## src/rtl/gpio_link_pkg.sv

```systemverilog
// Shared definitions for the FPGA<->Arduino GPIO link: command codes,
// payload field widths and the transmit FSM state encoding.
package gpio_link_pkg;

  localparam logic [1:0] CMD_LOBBY     = 2'b00;
  localparam logic [1:0] CMD_TARGET    = 2'b01;
  localparam logic [1:0] CMD_HIT_ACK   = 2'b10;
  localparam logic [1:0] CMD_GAME_OVER = 2'b11;

  localparam int PAYLOAD_W = 8;
  localparam int SEQ_W     = 3;
  localparam int BOX_W     = 3;

  typedef enum logic [2:0] {
    ST_IDLE   = 3'd0,
    ST_START  = 3'd1,
    ST_DATA   = 3'd2,
    ST_PARITY = 3'd3,
    ST_STOP   = 3'd4
  } tx_state_t;

endpackage

```

## src/rtl/arduino_baud_tick.sv

```systemverilog
// Bit-period timer: counts 0..CLKS_PER_BIT-1 while enabled and emits a
// one-cycle tick on the last count; clear restarts the bit period.
module arduino_baud_tick #(
  parameter int CLKS_PER_BIT = 434
) (
  input  logic CLOCK_50,
  input  logic resetn,
  input  logic clear,
  input  logic en,
  output logic tick
);

  localparam int CNT_W = (CLKS_PER_BIT > 1) ? $clog2(CLKS_PER_BIT) : 1;
  localparam logic [CNT_W-1:0] LAST = CNT_W'(CLKS_PER_BIT - 1);

  logic [CNT_W-1:0] cnt_q;

  assign tick = en && (cnt_q == LAST);

  always_ff @(posedge CLOCK_50 or negedge resetn) begin
    if (!resetn) begin
      cnt_q <= '0;
    end else if (clear) begin
      cnt_q <= '0;
    end else if (en) begin
      if (cnt_q == LAST) cnt_q <= '0;
      else               cnt_q <= cnt_q + CNT_W'(1);
    end
  end

endmodule

```

## src/rtl/arduino_cmd_tx.sv

```systemverilog
// Game-command transmitter: serializes {cmd, box, seq} as an 8N1 frame on one
// GPIO_1 pin. Define ARDUINO_CMD_TX_PARITY_EN to add an odd-parity bit.
module arduino_cmd_tx
  import gpio_link_pkg::*;
#(
  parameter int CLK_HZ       = 50000000,
  parameter int BAUD         = 115200,
  parameter int CLKS_PER_BIT = CLK_HZ / BAUD
) (
  input  logic             CLOCK_50,
  input  logic             resetn,
  input  logic             tx_valid,
  input  logic [1:0]       tx_cmd,
  input  logic [BOX_W-1:0] tx_box,
  output logic             tx_ready,
  output logic             tx_done,
  output logic             tx_line,
  output logic [SEQ_W-1:0] tx_seq
);

  tx_state_t            state_q, state_d;
  logic [2:0]           bit_q;
  logic [PAYLOAD_W-1:0] payload_q;
  logic [SEQ_W-1:0]     seq_q;
  logic                 tick;
  logic                 accept;
  logic                 line_d;
  logic                 done_d;

  assign accept = tx_valid && (state_q == ST_IDLE);

  arduino_baud_tick #(
    .CLKS_PER_BIT (CLKS_PER_BIT)
  ) u_baud (
    .CLOCK_50 (CLOCK_50),
    .resetn   (resetn),
    .clear    (accept),
    .en       (state_q != ST_IDLE),
    .tick     (tick)
  );

  always_ff @(posedge CLOCK_50 or negedge resetn) begin
    if (!resetn) state_q <= ST_IDLE;
    else         state_q <= state_d;
  end

  always_comb begin
    state_d = state_q;
    line_d  = 1'b1;
    done_d  = 1'b0;
    case (state_q)
      ST_IDLE: begin
        if (accept) state_d = ST_START;
      end
      ST_START: begin
        line_d = 1'b0;
        if (tick) state_d = ST_DATA;
      end
      ST_DATA: begin
        line_d = payload_q[bit_q];
        if (tick && (bit_q == 3'd7)) begin
`ifdef ARDUINO_CMD_TX_PARITY_EN
          state_d = ST_PARITY;
`else
          state_d = ST_STOP;
`endif
        end
      end
`ifdef ARDUINO_CMD_TX_PARITY_EN
      ST_PARITY: begin
        line_d = ~^payload_q;
        if (tick) state_d = ST_STOP;
      end
`endif
      ST_STOP: begin
        line_d = 1'b1;
        if (tick) begin
          done_d  = 1'b1;
          state_d = ST_IDLE;
        end
      end
      default: state_d = ST_IDLE;
    endcase
  end

  // Payload and sequence are captured only at acceptance; later input changes are ignored.
  always_ff @(posedge CLOCK_50 or negedge resetn) begin
    if (!resetn) begin
      payload_q <= '0;
      seq_q     <= '0;
      bit_q     <= '0;
    end else if (accept) begin
      payload_q <= {tx_cmd, tx_box, seq_q + SEQ_W'(1)};
      seq_q     <= seq_q + SEQ_W'(1);
      bit_q     <= '0;
    end else if ((state_q == ST_DATA) && tick) begin
      bit_q <= bit_q + 3'd1;
    end
  end

  assign tx_line  = line_d;
  assign tx_done  = done_d;
  assign tx_ready = (state_q == ST_IDLE);
  assign tx_seq   = seq_q;

endmodule

```

## config.mk

```make
export PLATFORM = sky130hd
export DESIGN_NAME = arduino_cmd_tx
export DESIGN_NICKNAME = d
export VERILOG_FILES = /design/src/rtl/gpio_link_pkg.sv /design/src/rtl/arduino_baud_tick.sv /design/src/rtl/arduino_cmd_tx.sv
export SDC_FILE = /design/constraint.sdc
export NUM_CORES = 1
export LEC_CHECK = 0
export ABC_CLOCK_PERIOD_IN_PS = 2050
export CORE_MARGIN = 1
export CORE_UTILIZATION = 40
export CTS_CLUSTER_DIAMETER = 200
export DETAILED_ROUTE_END_ITERATION = 10
export GPL_TIMING_DRIVEN = 0
export SETUP_SLACK_MARGIN = 0.3
export SLEW_MARGIN = 20
export SYNTH_ARGS = -nofsm -noshare
export SYNTH_HDL_FRONTEND = slang
export SYNTH_SLANG_ARGS = --single-unit
```

## constraint.sdc

```tcl
create_clock -name CLOCK_50 -period 2.05 [get_ports CLOCK_50]
set_input_delay 0.41 -clock CLOCK_50 [delete_from_list [all_inputs] [get_ports CLOCK_50]]
set_output_delay 0.41 -clock CLOCK_50 [all_outputs]
set_load 0.005 [all_outputs]
```

==> out/qor.yml <==
status:
  status: "finished with violations"
  violations: "negative setup slack"
route:
  antenna_left: 0
  via_per_inst: 5.16
  drt_iter0_drc: 37
  totalWireLength_mm: 2.37
  first_pass_iters: 4
  wl_per_cell_um: 13.2
  post-route-drc-count: 0
  vias: 928
floorplanning:
  io_pins: 14
  core_sq_mm: 0.00303
  die_h_um: 58.3
  core.rowCount: 20
  die_area_sq_mm: 0.00340
  initial_core_util: 0.419
  dieWidth_um: 58.3
flow_run:
  max_cap_viol_count: 0
place:
  dp.cells: 170
  dpl_cell_area_sq_mm: 0.00146
  io_buffer_count: 13
  routabilityCongestion: 0.790
  dp.final_hpwl_mm: 1.61
final_layout:
  fillCellCount: 292
  final_cell_mix: "23 x dfrtp_1, 11 x buf_4, 10 x nand2_1"
  drive_above_1_share: 0.294
  nets: 150
  n_antenna_cell: 0
  syn2layout_area_growth_pct: 20.1
  mostFrequentLayoutCell: "dfrtp_1"
  fin_cells: 180
  final_area_sq_mm: 0.00153
yosys:
  ys_types: 39
  syn_inst: 113
  ys_seq_area_frac: 0.453
  netlist.area_leader.share: 0.453
  synth_warnings: 0
  netlist_top_cells_area: "dfrtp_1 45%, mux2_4 5.9%, ha_1 4.9%"
  ys_seq_elements: 23
  yosysTopAreaCell: "dfrtp_1"
  synth_area_sq_mm: 0.00127
  syn_area_per_cell_sq_um: 11.2
  synth_nets: 126
setup_path:
  critPathArrivalTime_ps: 1790
  worstSetupPathType: "register to output port"
  max_stage_delay_ps: 510
  reg2reg_slack_ps: 440
  cp_slowest_cell: "mux4_2"
  r2r_start: "state_q[1]$_DFFE_PN0P_"
  required_ps: 1640
  critPathLaunchType: "register"
  r2r_cells: 6
  worstPathBufferInverterCount: 1
  crit_path_end_kind: "output port"
  path_cells: "mux4_2 > nor2b_1 > a211oi_2 > o21bai_1 > buf_2"
  r2r_end: "payload_q[7]$_DFFE_PN0P_"
  path_delay_family: "multiplexers"
  critPathMaxFanout: 3
clocking:
  cts_tree: "yes"
  htreeDepth: 1
  cts_buffers: 3
  cts_buffer_depth: 2
  cts_sinks: 23
  clkLatencyLatePin_ps: 320
  cts.root.buffer_cell: "clkbuf_4"
  hold_buffers: 0
  clkTransAtPathRegs_ps: 140
timing:
  worst_slack_ps: -151
  fin_crit_sh: 1.07
  rsz0062_at_grt: "true"
  setup_viol: 1
  fin_crit_ps: 2200
  clock.fmax_ghz: 0.454
  holdWs_ps: 36.7
  hold_violations: 0
  slew_violations: 0
  slew_headroom: 0.600
  fin_skew_ps: 9.72
  tightest_slew_ps: 595
power:
  peakVddDrop_uv: 197
  p_per_area_mw_per_mm2: 453
  p_leak_nw: 0.714
  power.total_mw: 0.690
global_routing:
  grt_pass1_vias: 893
  grt_pass1_wl_mm: 4.06
  grt_max_degree: 24
  track_usage: 0.158
  overflow: 0
  grt_antenna_before_repair: 0
min_path:
  hold_class: "primary input to async pin"
flip-flops by register name, summed over array words and instances (netlist names):
name	flops
payload_q	8
state_q	3
bit_q	3
u_baud.cnt_q	9
final cells by class:
type	instances	area, sq um	share of cell area
buffer	6	52.6	0.0345
clock buffer	3	22.5	0.0148
clock inverter	1	5.00	0.00328
inverter	6	22.5	0.0148
multi-input combinational	78	642	0.421
sequential	23	576	0.377
tap	44	55.1	0.0361
timing repair buffer	19	150	0.0984
cell usage after synthesis, drive strengths merged:
master / n
and2: 2
nor2b: 1
buf: 6
ha: 5
nor3: 2
nand2b: 3
a21oi: 6
nor4: 2
mux4: 2
o21bai: 1
nand4b: 1
mux2: 6
o22ai: 1
dfrtp: 23
a21o: 3
or3: 2
and4b: 1
mux2i: 3
xnor2: 3
inv: 6
nor2: 1
o41ai: 1
a31oi: 3
and3: 2
nand4: 2
nand2: 12
o21ai: 6
and4bb: 1
nand3: 2
nor4b: 1
nand3b: 1
a211oi: 2
what timing repair did:
| item | 4_1_cts | 5_1_grt |
|---|---|---|
| setup endpoints to repair | 6 | 2 |
| gates cloned | 0 | 0 |
| pin swaps | 5 | 0 |
| buffers inserted | 5 | 1 |
| resized for setup | 21 | 1 |
metal layers:
layer / track usage / vias up / wire (um)
li1: - / 458 / -
met1: 0.224 / 452 / 1150
met2: 0.246 / 14 / 1120
met3: 0.0220 / 4 / 75
met4: 0.0612 / 0 / 28
met5: 0 / - / 0
metrics by stage:
stage	util	setup TNS, ps	setup slack, ps
after floorplan	-	0	328
final	0.504	-151	-151
after detailed placement	0.481	-382	-198
after global routing	0.504	-392	-260
after CTS	0.501	-201	-193
after global placement	0.481	-367	-190
worst max path at each step:
| stage | slack, ps | to | depth (start not counted) | startpoint |
|---|---|---|---|---|
| 6_report | -150 | tx_line | 5 | bit_q[1]$_DFFE_PN0P_ |
| 5_1_grt | -260 | tx_line | 5 | bit_q[1]$_DFFE_PN0P_ |
| 4_1_cts | -190 | tx_line | 5 | bit_q[1]$_DFFE_PN0P_ |
| 3_5_place_dp | -200 | tx_done | 6 | u_baud.cnt_q[1]$_DFFE_PN0N_ |
| 3_3_place_gp | -190 | tx_line | 5 | bit_q[1]$_DFFE_PN0P_ |
| 2_1_floorplan | 330 | tx_line | 4 | bit_q[1]$_DFFE_PN0P_ |
kinds of logic (layout without fill, tap and decap cells):
family | after synthesis | count (layout) | share of synthesized area
AND/OR/NAND/NOR | 36 | 36 | 0.180
AO/OA/AOI/OAI | 23 | 23 | 0.112
flip-flops | 23 | 23 | 0.453
buffers and inverters | 12 | 35 | 0.0571
multiplexers | 11 | 11 | 0.127
adder cells (fa/ha/maj) | 5 | 5 | 0.0493
XOR/XNOR | 3 | 3 | 0.0207
worst reg2reg max path, delay by kind of cell (launching register included):
family,cells,cell delay (ps)
mux,1,300
flops,1,380
buf+inv,3,530
simple gates,2,310
power by group:
group / switching (mW) / total [mW] / internal (mW) / leakage, nW
clock network: 0.142 / 0.215 / 0.0730 / 0.0177
registers: 0 / 0.454 / 0.454 / 0.296
logic: 0.0110 / 0.0221 / 0.0112 / 0.400
total: 0.153 / 0.690 / 0.538 / 0.714
Power figures use the tool's default switching activity.
